[src/rtl/opl_timer_bank_if.sv]
// Register-write bus carried from the OPL write stream into the timer bank.
// The master drives one-cycle write strobes; the timer bank is the slave.
interface opl_timer_bank_if #(
    parameter int ADDR_WIDTH = 9
);
    logic                  wr_valid;
    logic [ADDR_WIDTH-1:0] wr_addr;
    logic [7:0]            wr_data;

    modport master (output wr_valid, wr_addr, wr_data);
    modport slave  (input  wr_valid, wr_addr, wr_data);
endinterface

[src/rtl/opl_timer_bank.sv]
// Bank of OPL-style interval timers: reload/one-shot counting, per-timer masks,
// sticky flags, OPL status byte and registered active-low IRQ.
module opl_timer_bank #(
    parameter int NUM_TIMERS      = 2,
    parameter int TIMER_WIDTH     = 8,
    parameter int TICK_INTERVAL0  = 3579,
    parameter int TICK_RATIO      = 4,
    parameter int ADDR_WIDTH      = 9,
    parameter int TIMER_BASE_ADDR = 2,
    parameter int CTRL_ADDR       = 4,
    parameter int MODE_ADDR       = 5
) (
    input  logic                              clk,
    input  logic                              reset,
    opl_timer_bank_if.slave                   wr,
    input  logic [NUM_TIMERS-1:0]             force_overflow,
    output logic [NUM_TIMERS-1:0]             overflow_pulse,
    output logic [NUM_TIMERS*TIMER_WIDTH-1:0] count,
    output logic [7:0]                        status,
    output logic                              irq_n
);
    localparam int MAX_INTERVAL = TICK_INTERVAL0 * (TICK_RATIO ** (NUM_TIMERS - 1));
    localparam int PRESC_W      = (MAX_INTERVAL > 1) ? $clog2(MAX_INTERVAL) : 1;

    typedef enum logic {IDLE, RUN} state_e;

    logic                  ctrl_wr, mode_wr, clear_flags, ctrl_apply;
    logic [NUM_TIMERS-1:0] flags;
    logic                  irq;
    logic                  irq_n_q;

    assign ctrl_wr     = wr.wr_valid && (wr.wr_addr == ADDR_WIDTH'(CTRL_ADDR));
    assign mode_wr     = wr.wr_valid && (wr.wr_addr == ADDR_WIDTH'(MODE_ADDR));
    assign clear_flags = ctrl_wr && wr.wr_data[7];
    assign ctrl_apply  = ctrl_wr && !wr.wr_data[7];

    genvar gi;
    generate
        for (gi = 0; gi < NUM_TIMERS; gi++) begin : g_timer
            localparam int INTERVAL = TICK_INTERVAL0 * (TICK_RATIO ** gi);

            state_e                 state_q, state_d;
            logic [TIMER_WIDTH-1:0] reload_q, count_q, count_d;
            logic [PRESC_W-1:0]     presc_q, presc_d;
            logic                   mask_q, oneshot_q, flag_q, pulse_q;
            logic                   reload_wr, tick, ovf, flag_set;

            assign reload_wr = wr.wr_valid && (wr.wr_addr == ADDR_WIDTH'(TIMER_BASE_ADDR + gi));
            assign tick      = (state_q == RUN) && (presc_q == PRESC_W'(INTERVAL - 1));
            assign ovf       = tick && (&count_q);

            always_comb begin
                state_d = state_q;
                count_d = count_q;
                presc_d = presc_q;
                case (state_q)
                    IDLE: begin
                        presc_d = '0;
                        if (ctrl_apply && wr.wr_data[gi]) begin
                            state_d = RUN;
                            count_d = reload_q;
                        end
                    end
                    RUN: begin
                        if (tick) begin
                            presc_d = '0;
                            count_d = ovf ? reload_q : count_q + TIMER_WIDTH'(1);
                        end else begin
                            presc_d = presc_q + PRESC_W'(1);
                        end
                        // An overflow coinciding with a stop still reloads before going idle.
                        if ((ctrl_apply && !wr.wr_data[gi]) || (ovf && oneshot_q)) begin
                            state_d = IDLE;
                            presc_d = '0;
                        end
                    end
                    default: state_d = IDLE;
                endcase
            end

            always_ff @(posedge clk) begin
                if (reset) begin
                    state_q <= IDLE;
                    count_q <= '0;
                    presc_q <= '0;
                    pulse_q <= 1'b0;
                end else begin
                    state_q <= state_d;
                    count_q <= count_d;
                    presc_q <= presc_d;
                    pulse_q <= ovf;
                end
            end

            always_ff @(posedge clk) begin
                if (reset) begin
                    reload_q  <= '0;
                    mask_q    <= 1'b0;
                    oneshot_q <= 1'b0;
                end else begin
                    if (reload_wr)  reload_q  <= TIMER_WIDTH'(wr.wr_data);
                    if (ctrl_apply) mask_q    <= wr.wr_data[6-gi];
                    if (mode_wr)    oneshot_q <= wr.wr_data[gi];
                end
            end

            // A set arriving together with a clear wins.
            assign flag_set = (pulse_q || force_overflow[gi]) && !mask_q;

            always_ff @(posedge clk) begin
                if (reset)            flag_q <= 1'b0;
                else if (flag_set)    flag_q <= 1'b1;
                else if (clear_flags) flag_q <= 1'b0;
            end

            assign flags[gi]                                = flag_q;
            assign overflow_pulse[gi]                       = pulse_q;
            assign count[gi*TIMER_WIDTH +: TIMER_WIDTH]     = count_q;
        end
    endgenerate

    assign irq = |flags;

    always_comb begin
        status    = 8'h00;
        status[7] = irq;
        for (int i = 0; i < NUM_TIMERS; i++) begin
            status[6-i] = flags[i];
        end
    end

    always_ff @(posedge clk) begin
        if (reset) irq_n_q <= 1'b1;
        else       irq_n_q <= ~irq;
    end

    assign irq_n = irq_n_q;
endmodule
[src/flat_wrapper.sv]
// flat-port wrapper written by rule: the top's interface ports become plain ports
module opl_timer_bank_flat 
#(
    parameter int NUM_TIMERS      = 2,
    parameter int TIMER_WIDTH     = 8,
    parameter int TICK_INTERVAL0  = 3579,
    parameter int TICK_RATIO      = 4,
    parameter int ADDR_WIDTH      = 9,
    parameter int TIMER_BASE_ADDR = 2,
    parameter int CTRL_ADDR       = 4,
    parameter int MODE_ADDR       = 5
)
  (clk, reset, force_overflow, overflow_pulse, count, status, irq_n, wr_wr_valid, wr_wr_addr, wr_wr_data);
  opl_timer_bank_if #(.ADDR_WIDTH(ADDR_WIDTH)) wr_i ();
  input  logic clk;
  input  logic reset;
  input  logic [NUM_TIMERS-1:0] force_overflow;
  output logic [NUM_TIMERS-1:0] overflow_pulse;
  output logic [NUM_TIMERS*TIMER_WIDTH-1:0] count;
  output logic [7:0] status;
  output logic irq_n;
  input wire logic [$bits(wr_i.wr_valid)-1:0] wr_wr_valid;
  input wire logic [$bits(wr_i.wr_addr)-1:0] wr_wr_addr;
  input wire logic [$bits(wr_i.wr_data)-1:0] wr_wr_data;
  assign wr_i.wr_valid = wr_wr_valid;
  assign wr_i.wr_addr = wr_wr_addr;
  assign wr_i.wr_data = wr_wr_data;
  opl_timer_bank #(.NUM_TIMERS(NUM_TIMERS), .TIMER_WIDTH(TIMER_WIDTH), .TICK_INTERVAL0(TICK_INTERVAL0), .TICK_RATIO(TICK_RATIO), .ADDR_WIDTH(ADDR_WIDTH), .TIMER_BASE_ADDR(TIMER_BASE_ADDR), .CTRL_ADDR(CTRL_ADDR), .MODE_ADDR(MODE_ADDR)) u_core (.clk(clk), .reset(reset), .wr(wr_i), .force_overflow(force_overflow), .overflow_pulse(overflow_pulse), .count(count), .status(status), .irq_n(irq_n));
endmodule
[config.mk]
export PLATFORM = sky130hd
export DESIGN_NAME = opl_timer_bank_flat
export DESIGN_NICKNAME = d
export VERILOG_FILES = /design/src/rtl/opl_timer_bank_if.sv /design/src/rtl/opl_timer_bank.sv /design/src/flat_wrapper.sv
export SDC_FILE = /design/constraint.sdc
export NUM_CORES = 1
export LEC_CHECK = 0
export ABC_AREA = 1
export BUFFER_PORTS_ARGS = -buffer_cell sky130_fd_sc_hd__buf_2
export CAP_MARGIN = 10
export CORE_ASPECT_RATIO = 0.6
export CORE_UTILIZATION = 62
export DETAILED_ROUTE_END_ITERATION = 8
export PLACE_DENSITY = 0.94
export SYNTH_ARGS = -nofsm -noshare
export SYNTH_HDL_FRONTEND = slang
export SYNTH_SLANG_ARGS = --single-unit
export TNS_END_PERCENT = 100
[constraint.sdc]
create_clock -name clk -period 2.2 [get_ports clk]
set_input_delay 0.44 -clock clk [delete_from_list [all_inputs] [get_ports clk]]
set_output_delay 0.44 -clock clk [all_outputs]
set_load 0.01 [all_outputs]
==> results of run 1 <==
layout make-up:
cell class / count / area share, %
Sequential cell: 71 / 33.55
Clock buffer: 13 / 3.751
Inverter: 58 / 5.139
Timing Repair Buffer: 47 / 5.789
Multi-Input combinational cell: 385 / 47.87
Clock inverter: 3 / 1.536
Tap cell: 80 / 2.363
per-layer routing:
layer / wire length, um / up-vias / track usage [%]
li1: - / 1769 / -
met1: 3836 / 1631 / 36.98
met5: 0 / - / 0
met2: 3751 / 158 / 44.46
met3: 702 / 16 / 6.778
met4: 128 / 0 / 9.821
report_power, final:
group	switching [uW]	total, uW	internal, uW
combinational	55.4	85.8	30.3
sequential	2.50	1290	1290
clock	479	1180	700
total	536	2560	2020
how the worst min path moves through the flow:
stage	cells after the start	from	slack (ns)	end
final	3	wr_wr_data[4]	0.38	u_core.g_timer[0].reload_q[4]
after detailed placement	2	u_core.g_timer[1].mask_q	0.44	u_core.g_timer[1].mask_q
after floorplan	1	u_core.g_timer[1].presc_q[0]	0.42	u_core.g_timer[1].presc_q[0]
after global placement	1	u_core.g_timer[1].presc_q[0]	0.43	u_core.g_timer[1].presc_q[0]
after CTS	3	wr_wr_data[4]	0.36	u_core.g_timer[0].reload_q[4]
after global routing	3	wr_wr_data[4]	0.36	u_core.g_timer[0].reload_q[4]
logic make-up (layout without fill, tap and decap cells):
group	count (synthesis)	count (layout)
and+or+nand+nor	291	291
buffers and inverters	84	121
DFF	71	71
AOI/OAI and AO/OA	57	57
xor gates and xnor gates	27	27
adders and majority gates	5	5
other	1	5
through the flow:
stage / total power [uW] / hold WS, ns
2_1_floorplan: 1379 / 0.4175
3_3_place_gp: 1402 / 0.4294
3_5_place_dp: 1406 / 0.4439
4_1_cts: 2573 / 0.3617
5_1_grt: 2647 / 0.3649
6_report: 2556 / 0.3839
layout by cell type (no fill, tap or decap), types with 4 or more instances in the layout:
| cell | synthesis | routed |
|---|---|---|
| sky130_fd_sc_hd__nor2_1 | 103 | 103 |
| sky130_fd_sc_hd__nand2_1 | 83 | 83 |
| sky130_fd_sc_hd__dfxtp_1 | 71 | 71 |
| sky130_fd_sc_hd__inv_1 | 51 | 51 |
| sky130_fd_sc_hd__nand3_1 | 48 | 48 |
| sky130_fd_sc_hd__buf_2 | 3 | 43 |
| sky130_fd_sc_hd__o21ai_0 | 23 | 23 |
| sky130_fd_sc_hd__xor2_1 | 14 | 14 |
| sky130_fd_sc_hd__xnor2_1 | 13 | 13 |
| sky130_fd_sc_hd__nor3_1 | 12 | 12 |
| sky130_fd_sc_hd__o21ai_1 | 12 | 12 |
| sky130_fd_sc_hd__clkbuf_8 | 0 | 11 |
| sky130_fd_sc_hd__a21oi_1 | 8 | 8 |
| sky130_fd_sc_hd__a21boi_0 | 8 | 8 |
| sky130_fd_sc_hd__nand2_2 | 7 | 7 |
| sky130_fd_sc_hd__inv_2 | 7 | 7 |
| sky130_fd_sc_hd__nand4_1 | 6 | 6 |
| sky130_fd_sc_hd__nor2_2 | 5 | 5 |
| sky130_fd_sc_hd__ha_1 | 5 | 5 |
| sky130_fd_sc_hd__conb_1 | 1 | 5 |
| sky130_fd_sc_hd__nor2_4 | 4 | 4 |
| sky130_fd_sc_hd__buf_4 | 13 | 4 |
registers in the layout (all words and copies together), names as in the netlist:
name	flops
u_core.g_timer.pulse_q	2
u_core.g_timer.mask_q	2
u_core.g_timer.flag_q	2
u_core.g_timer.presc_q	28
u_core.irq_n	1
u_core.g_timer.oneshot_q	2
u_core.g_timer.count_q	16
u_core.g_timer.state_q	2
u_core.g_timer.reload_q	16
critical path, cell delays in order (launching register included):
cell and delay (ns):
sky130_fd_sc_hd__dfxtp_1 0.33, sky130_fd_sc_hd__inv_1 0.09, sky130_fd_sc_hd__ha_1 0.18, sky130_fd_sc_hd__nand2_2 0.05, sky130_fd_sc_hd__inv_1 0.08, sky130_fd_sc_hd__nand2_1 0.07, sky130_fd_sc_hd__nor2_1 0.13, sky130_fd_sc_hd__nand2_2 0.12
sky130_fd_sc_hd__nand2_1 0.37, sky130_fd_sc_hd__nor2_1 0.14, sky130_fd_sc_hd__and2_1 0.16
==> key figures, run 1 <==
Status
  • Result of the run: completed

STA
  • Final setup margin: between 0.3 and 0.4 ns
  • Final Setup Violations: 0
  • Final worst clock skew: 0.006000 ns
  • Setup TNS Final: 0 ns
  • Share of the clock period used by the worst path after layout: 82.91%
  • Top achievable clock speed: roughly 550 MHz
  • Time the final worst path needs with I/O delays and setup: 1.824 ns
  • Pins Over Slew Limit: 0
  • Final Hold Fails: 0
  • RSZ-0062 raised after global routing: no

Clock network
  • Total clock sinks: 71
  • Maximum buffer depth of the clock tree: 2
  • Post-cts resize count: 0
  • Clock latency on the worst-skew pair: 0.35 ns
  • Number of buffers added by the clock tree synthesis step: 9
  • CTS clk-pin slew, worst paths: 0.07 ns
  • Post-CTS setup repair buffer count: 0
  • CTS tree: done
  • Maximum level of the CTS H-tree: 3
  • CTS Root Cell: sky130_fd_sc_hd__clkbuf_8
  • CTS hold repair buffers: 0

Finish
  • Total inserted antenna cells: 0
  • Area delta synth->final: 10.08%
  • Number of nets at the end of the flow: 599
  • Register cell area after layout: ~0.0014 mm^2
  • Final std cells w/o fill: 657
  • Area occupied by multi-input gates: 0.002028 mm^2
  • Post-route cell area: 0.004237 mm^2
  • Share of post-route cells with drive strength above 1: between 10% and 20%
  • Filler Cell Count: 461
  • Final core utilization: 73.29%

Floorplan
  • DIE AREA: 0.006537 mm^2
  • Die X: 103.7 um
  • Effective utilization at floorplan: between 60 and 70%
  • Die extent in y: 63.03 um
  • Number of primary I/O pins: 49
  • Area inside the core boundary: 0.005781 mm^2
  • Number of rows created at floorplan: 21

Min path
  • Tightest Hold Check Type: input port to flip-flop

Drt
  • Antenna violation net count after detailed routing: 0
  • Via/cell ratio: about 5.4
  • Average routed wire per standard cell: 12.81 um
  • Total via count after detailed routing: 3574
  • Total Routed Length: 8419 um
  • Residual DRC: 0
  • Router iterations before antenna repair: 5
  • Starting DRT DRC Count: roughly 330

Placement
  • Post-detailed-placement half-perimeter wirelength: ~6100 um
  • Port Buf Inserts: 43
  • Pre-CTS setup slack: 0.4297 ns
  • Cell count after placement: between 600 and 700
  • RePlAce Congestion: 0.9133
  • Placed inst area: between 0.004 and 0.005 mm^2

Worst setup path
  • Required arrival time at the worst endpoint: 2.44 ns
  • Crit Reg-Reg Endpoint: u_core.g_timer[0].presc_q[12]
  • WP data arrival: between 2 and 2.5 ns
  • Crit Path Class: flip-flop to flip-flop
  • Critical path capture point type: flip-flop
  • Number of cells on the worst reg-to-reg path: 10
  • Capturing instance or port of the critical path: u_core.g_timer[0].presc_q[12]
  • Worst Setup SP: u_core.g_timer[0].presc_q[0]
  • Critical-path maximum fanout: 12
  • Flop-to-flop setup slack: 0.38 ns
  • RR Startpoint: u_core.g_timer[0].presc_q[0]
  • Sort of element at the start of the critical path: flip-flop

Yosys
  • Compound-cell area share of the yosys netlist: 8.648%
  • Number of instances in the synthesized netlist: roughly 540
  • Number of enable flip-flop cells after synthesis: 0
  • Share of cell area taken by muxes after synthesis: 0%
  • Most used standard cell by instance count after synthesis: sky130_fd_sc_hd__nor2_1
  • Adder-cell share of the synthesized area: 1.625%
  • Count of warnings emitted by yosys: 0
  • Area share of the largest cell type after synthesis: 36.93%
  • Simple-gate area share of the yosys netlist: around 36%
  • Mean instance size in the synthesized netlist: slightly above 7 um^2
  • Post-Synthesis Cell Area: 0.003849 mm^2
  • Post-synth top flop: sky130_fd_sc_hd__dfxtp_1
  • Ys async rst share: 0%
  • Cells taking the most area after synthesis: sky130_fd_sc_hd__dfxtp_1 37%, sky130_fd_sc_hd__nor2_1 10%, sky130_fd_sc_hd__nand2_1 8.1%
  • Xor and xnor fraction of the mapped netlist area: under 10%
  • Cell type with the largest total area after synthesis: sky130_fd_sc_hd__dfxtp_1
  • Count of state elements after synthesis: 71
  • Post-synth cell types: 40
  • Dominant combinational cell family by area after synthesis: simple AND/OR/NAND/NOR gates
  • Proportion of synthesized chip area in sequential cells: 36.93%
  • List of most frequent post-synthesis cells: 103 x sky130_fd_sc_hd__nor2_1, 83 x sky130_fd_sc_hd__nand2_1, 71 x sky130_fd_sc_hd__dfxtp_1, 51 x sky130_fd_sc_hd__inv_1, 48 x sky130_fd_sc_hd__nand3_1

GRT
  • Pin count of the biggest net entering global routing: 38
  • First-pass GRT wire length: approximately 15000 um
  • Total track usage: 27.87%
  • Leftover overflow at the end of global routing: 0
  • Antenna violations before repair: 0
  • Vias in the first global route: about 3300

Pwr
  • Leakage: 0.001781 uW
  • Maximum vdd drop: 0.3047 mV
  • Power Density: 603.3 mW/mm^2

Job
  • Max Cap Viol: 0
(Power assumes the default switching activity.)
==> run 2: changes to the inputs <==
- CORE_UTILIZATION: 62 -> 52
- PLACE_DENSITY: 0.94 -> 0.85
- clock period: 2.2 -> 1.6 ns (I/O delays scaled with it)
==> key figures, run 2 (same netlist as run 1, synthesis figures left out) <==
Worst setup path
  • Sort of element at the start of the critical path: flip-flop
  • Required arrival time at the worst endpoint: 1.83 ns
  • WP data arrival: roughly 1.8 ns
  • Crit Path Class: flip-flop to flip-flop
  • Critical-path maximum fanout: 7
  • Critical path capture point type: flip-flop

Finish
  • Post-route cell area: 0.004830 mm^2
  • Register cell area after layout: between 0.001 and 0.0015 mm^2
  • Area occupied by multi-input gates: 0.002200 mm^2
  • Most common library cell in the layout ignoring fill and taps: sky130_fd_sc_hd__nor2_1
  • Total inserted antenna cells: 0
  • Regs by FF count: u_core.g_timer.presc_q x28, u_core.g_timer.count_q x16, u_core.g_timer.reload_q x16
  • Area delta synth->final: 25.49%
  • Share of post-route cells with drive strength above 1: 27.23%
  • Most used cells in the layout excluding fill and tap cells: 98 x sky130_fd_sc_hd__nor2_1, 80 x sky130_fd_sc_hd__nand2_1, 68 x sky130_fd_sc_hd__dfxtp_1
  • Filler Cell Count: 560
  • Number of flip-flops in the largest register: 28
  • Number of nets at the end of the flow: 639
  • Top register by number of flip-flops: u_core.g_timer.presc_q

Clock network
  • Number of buffers added by the clock tree synthesis step: 9
  • Maximum buffer depth of the clock tree: 2
  • CTS Root Cell: sky130_fd_sc_hd__clkbuf_16
  • Maximum level of the CTS H-tree: 3
  • CTS clk-pin slew, worst paths: 0.06 ns
  • Total clock sinks: 71
  • CTS tree: done
  • Clock latency on the worst-skew pair: 0.33 ns

GRT
  • Leftover overflow at the end of global routing: 0
  • Pin count of the biggest net entering global routing: 38
  • Vias in the first global route: 3145
  • Total track usage: 24.87%
  • Antenna violations before repair: 0
  • First-pass GRT wire length: 14770 um

Floorplan
  • Die X: 113.1 um
  • Number of rows created at floorplan: 23
  • DIE AREA: 0.007761 mm^2
  • Effective utilization at floorplan: 55.72%
  • Die extent in y: 68.64 um
  • Number of primary I/O pins: 49
  • Area inside the core boundary: approximately 0.0069 mm^2

Drt
  • Total via count after detailed routing: 3693
  • Starting DRT DRC Count: 378
  • Router iterations before antenna repair: 4
  • Residual DRC: 0
  • Via/cell ratio: between 5 and 6
  • Antenna violation net count after detailed routing: 0
  • Average routed wire per standard cell: ~14 um
  • Total Routed Length: 9803 um

STA
  • Final worst clock skew: 0.006720 ns
  • Final Setup Violations: 0
  • Time the final worst path needs with I/O delays and setup: ~1.6 ns
  • Setup TNS Final: 0 ns
  • Share of the clock period used by the worst path after layout: 97.88%
  • Top achievable clock speed: 638.5 MHz
  • Hold_ws: around 0.28 ns
  • Final Hold Fails: 0
  • Pins Over Slew Limit: 0

Pwr
  • Maximum vdd drop: 0.5311 mV
  • Power Density: 821.0 mW/mm^2
  • Leakage: ~0.0021 uW

Placement
  • Placed inst area: around 0.0043 mm^2
  • RePlAce Congestion: 0.8678
  • Post-detailed-placement half-perimeter wirelength: 6548 um
  • Port Buf Inserts: between 40 and 50

Min path
  • Tightest Hold Check Type: input port to flip-flop

Job
  • Max Cap Viol: 0

Status
  • Result of the run: completed
[run 2: critical path, stage by stage (launching register included)]
cell and delay (ns):
sky130_fd_sc_hd__dfxtp_1 0.41, sky130_fd_sc_hd__nand2_2 0.11, sky130_fd_sc_hd__nor2_1 0.16, sky130_fd_sc_hd__nand2_1 0.12, sky130_fd_sc_hd__nor2_4 0.14, sky130_fd_sc_hd__buf_4 0.13
sky130_fd_sc_hd__nand2_4 0.08, sky130_fd_sc_hd__nand3_1 0.09, sky130_fd_sc_hd__nand3_1 0.10, sky130_fd_sc_hd__nand2_1 0.09, sky130_fd_sc_hd__inv_1 0.05
[run 2: report_power, final]
group          switching (uW)  internal (uW)
Combinational            82.2           50.7
Clock                     725           1330
Sequential               2.85           1780
[run 2: final timing paths]
| check | depth (start not counted) | slack, ns | endpoint | from |
|---|---|---|---|---|
| max | 10 | 0.03 | u_core.g_timer[0].count_q[4] | u_core.g_timer[0].presc_q[10] |
| min reg2reg | 1 | 0.44 | u_core.g_timer[0].presc_q[0] | u_core.g_timer[0].presc_q[0] |
| min | 3 | 0.28 | u_core.g_timer[1].reload_q[4] | wr_wr_data[4] |
| max reg2reg | 10 | 0.03 | u_core.g_timer[0].count_q[4] | u_core.g_timer[0].presc_q[10] |
[run 2: cell type report]
type                    instances  area share [%]
well taps                      87           2.254
clock buffers                  13           5.596
flip-flops and latches         71           29.51
clock inverters                 3          0.8290
multi-input cells             388           45.54
inverters                      58           4.508
repair buffers                 84           11.76
[run 2: layer usage]
layer / share of wire (%) / up-vias / global-route usage, % / wire [um]
met2: 46 / 130 / 41.49 / 4505
met1: 46 / 1697 / 32.60 / 4534
li1: - / 1854 / - / -
met5: 0 / - / 0 / 0
met3: 6.7 / 12 / 7.255 / 656
met4: 1.1 / 0 / 4.934 / 106
[run 2: metrics by stage]
| stage | utilization, % | std cells | power (uW) | setup WS (ns) |
|---|---|---|---|---|
| after floorplan | - | 540 | 1897 | 0.07938 |
| after global placement | 61.56 | 677 | 1939 | 0.06888 |
| after detailed placement | 61.56 | 677 | 1942 | -0.05012 |
| after CTS | 66.45 | 694 | 3986 | -0.04972 |
| after global routing | 69.93 | 704 | 4070 | -0.03225 |
| final | 69.93 | 704 | 3965 | 0.03384 |
[run 2: repair_timing]
| item | CTS | global route |
|---|---|---|
| pin swaps | 1 | 11 |
| hold buffers | 0 | 0 |
| resized for setup | 4 | 44 |
| buffers inserted | 0 | 7 |
| gates cloned | 1 | 3 |
| endpoints found under the setup margin | 19 | 44 |
==> run 3: changes to the inputs <==
- GPL_TIMING_DRIVEN: not set -> 0
- clock period: 1.6 -> 1.35 ns (I/O delays scaled with it)
==> key figures, run 3 (same netlist as run 1, synthesis figures left out) <==
Status
  • Result of the run: finished with violations
  • Failing checks: negative setup slack

Pwr
  • Switching Fraction: 20.69%
  • Part of the total power dissipated in sequential elements: between 40 and 50%
  • Maximum vdd drop: 0.9393 mV
  • Fraction of power consumed by the clock network: between 50% and 60%
  • Power Density: around 950 mW/mm^2
  • Design internal power: 4016 uW
  • Switching power: ~1000 uW
  • Gate power share: roughly 3.7%
  • Leakage: roughly 0.0022 uW

GRT
  • Pin count of the biggest net entering global routing: 13
  • Leftover overflow at the end of global routing: 0
  • Vias in the first global route: 3598
  • Total track usage: 29.44%
  • Antenna violations before repair: 0
  • First-pass GRT wire length: 17250 um

Clock network
  • CTS hold repair buffers: 0
  • CTS clk-pin slew, worst paths: 0.06 ns
  • CTS Root Cell: sky130_fd_sc_hd__clkbuf_16
  • CTS tree: done
  • Maximum buffer depth of the clock tree: 2
  • Clock latency on the worst-skew pair: ~0.35 ns
  • Total clock sinks: around 70
  • Number of buffers added by the clock tree synthesis step: 9
  • Maximum level of the CTS H-tree: 3

Floorplan
  • Number of rows created at floorplan: 23
  • DIE AREA: 0.007761 mm^2
  • Die extent in y: 68.64 um
  • Area inside the core boundary: 0.006907 mm^2
  • Effective utilization at floorplan: 55.72%
  • Die X: between 100 and 150 um
  • Number of primary I/O pins: 49

Finish
  • Most common library cell in the layout ignoring fill and taps: sky130_fd_sc_hd__nor2_1
  • Regs by FF count: u_core.g_timer.presc_q x28, u_core.g_timer.count_q x16, u_core.g_timer.reload_q x16
  • Area occupied by multi-input gates: 0.002452 mm^2
  • Post-route cell area: 0.005334 mm^2
  • Area delta synth->final: 38.59%
  • Number of flip-flops in the largest register: 28
  • Number of nets at the end of the flow: 651
  • Filler Cell Count: 446
  • Final core utilization: 77.23%
  • Top register by number of flip-flops: u_core.g_timer.presc_q
  • Final std cells w/o fill: about 720
  • Total inserted antenna cells: 0
  • Share of post-route cells with drive strength above 1: 41.02%
  • Most used cells in the layout excluding fill and tap cells: 83 x sky130_fd_sc_hd__nor2_1, 73 x sky130_fd_sc_hd__nand2_1, 48 x sky130_fd_sc_hd__inv_1
  • Register cell area after layout: 0.001478 mm^2

Placement
  • Port Buf Inserts: 42
  • Cell count after placement: ~670
  • Pre-CTS setup slack: -0.2827 ns
  • Post-detailed-placement half-perimeter wirelength: between 6000 and 7000 um
  • Placed inst area: approximately 0.0042 mm^2
  • RePlAce Congestion: 0.9026

Drt
  • Total Routed Length: about 12000 um
  • Average routed wire per standard cell: 16.78 um
  • Via/cell ratio: 5.615
  • Total via count after detailed routing: 4020
  • Residual DRC: 0
  • Router iterations before antenna repair: 5
  • Antenna violation net count after detailed routing: 0
  • Starting DRT DRC Count: ~430

STA
  • Share of the clock period used by the worst path after layout: 117.5%
  • Final Setup Violations: between 40 and 50
  • Final worst clock skew: roughly 0.0054 ns
  • Final Hold Fails: 0
  • RSZ-0062 raised after global routing: yes
  • Final setup margin: -0.2359 ns
  • Actual slew at the worst max-slew pin: approximately 0.56 ns
  • Time the final worst path needs with I/O delays and setup: 1.586 ns
  • Pins Over Slew Limit: 0
  • Top achievable clock speed: 630.6 MHz
  • Setup TNS Final: -6.684 ns
  • Relative max-transition margin: 62.59%

Worst setup path
  • Critical path capture point type: flip-flop
  • Sort of element at the start of the critical path: flip-flop
  • Critical-path maximum fanout: 4
  • Required arrival time at the worst endpoint: 1.64 ns
  • WP data arrival: 1.88 ns
  • Crit Path Class: flip-flop to flip-flop

Job
  • Max Cap Viol: 0

Min path
  • Tightest Hold Check Type: input port to flip-flop
[run 3: path summary, 6_finish.rpt]
kind	slack (ns)	end	start	depth (start not counted)
min	0.19	u_core.g_timer[1].reload_q[3]	wr_wr_data[3]	3
max	-0.24	u_core.g_timer[0].count_q[4]	u_core.g_timer[0].presc_q[0]	13
max reg2reg	-0.24	u_core.g_timer[0].count_q[4]	u_core.g_timer[0].presc_q[0]	13
min reg2reg	0.47	u_core.g_timer[0].presc_q[0]	u_core.g_timer[0].presc_q[0]	1
[run 3: critical path, cell delays in order (launching register included)]
cell and delay (ns):
sky130_fd_sc_hd__dfxtp_4 0.37, sky130_fd_sc_hd__inv_4 0.07, sky130_fd_sc_hd__ha_4 0.12, sky130_fd_sc_hd__nand2_2 0.04, sky130_fd_sc_hd__inv_2 0.07, sky130_fd_sc_hd__nand2_2 0.05
sky130_fd_sc_hd__nor2_2 0.13, sky130_fd_sc_hd__nand2_2 0.13, sky130_fd_sc_hd__buf_6 0.17, sky130_fd_sc_hd__nand3_1 0.10, sky130_fd_sc_hd__nand2_1 0.09, sky130_fd_sc_hd__inv_1 0.09
sky130_fd_sc_hd__nand2_2 0.06, sky130_fd_sc_hd__inv_1 0.04
[run 3: cell type report]
| class | count | share of cell area (%) |
|---|---|---|
| Tap cell | 87 | 2.041 |
| Sequential cell | 71 | 27.70 |
| Buffer | 25 | 3.941 |
| Multi-Input combinational cell | 385 | 45.98 |
| Clock buffer | 10 | 4.480 |
| Inverter | 58 | 4.175 |
| Clock inverter | 6 | 1.994 |
| Timing Repair Buffer | 74 | 9.688 |
[run 3: what timing repair did]
item                                    CTS  global route
pin swaps                                31            29
cloned                                    3             2
resized for setup                        63            85
buffers inserted                         20             7
endpoints found under the setup margin   43            62
[run 3: stage by stage]
stage | total power (uW) | hold slack (ns)
detailed placement | 2315 | 0.4466
finish | 5063 | 0.1929
floorplan | 2245 | 0.4202
global placement | 2309 | 0.4306
global route | 5166 | 0.2104
CTS | 5058 | 0.1919
[run 3: power by group through the flow]
stage | Combinational (uW) | Sequential (uW) | Clock, uW
2_1_floorplan | 95.4 | 2150 | 0
3_3_place_gp | 160 | 2150 | 0
4_1_cts | 173 | 2100 | 2780
6_report | 187 | 2090 | 2780
5_1_grt | 201 | 2090 | 2870
3_5_place_dp | 166 | 2150 | 0
[run 3: per-layer routing]
| layer | global-route usage, % | vias to the layer above | part of all wire, % |
|---|---|---|---|
| li1 | - | 1882 | - |
| met1 | 35.71 | 1898 | 41 |
| met2 | 50.61 | 206 | 49 |
| met3 | 9.615 | 34 | 8.4 |
| met4 | 9.375 | 0 | 2.0 |
| met5 | 0 | - | 0 |
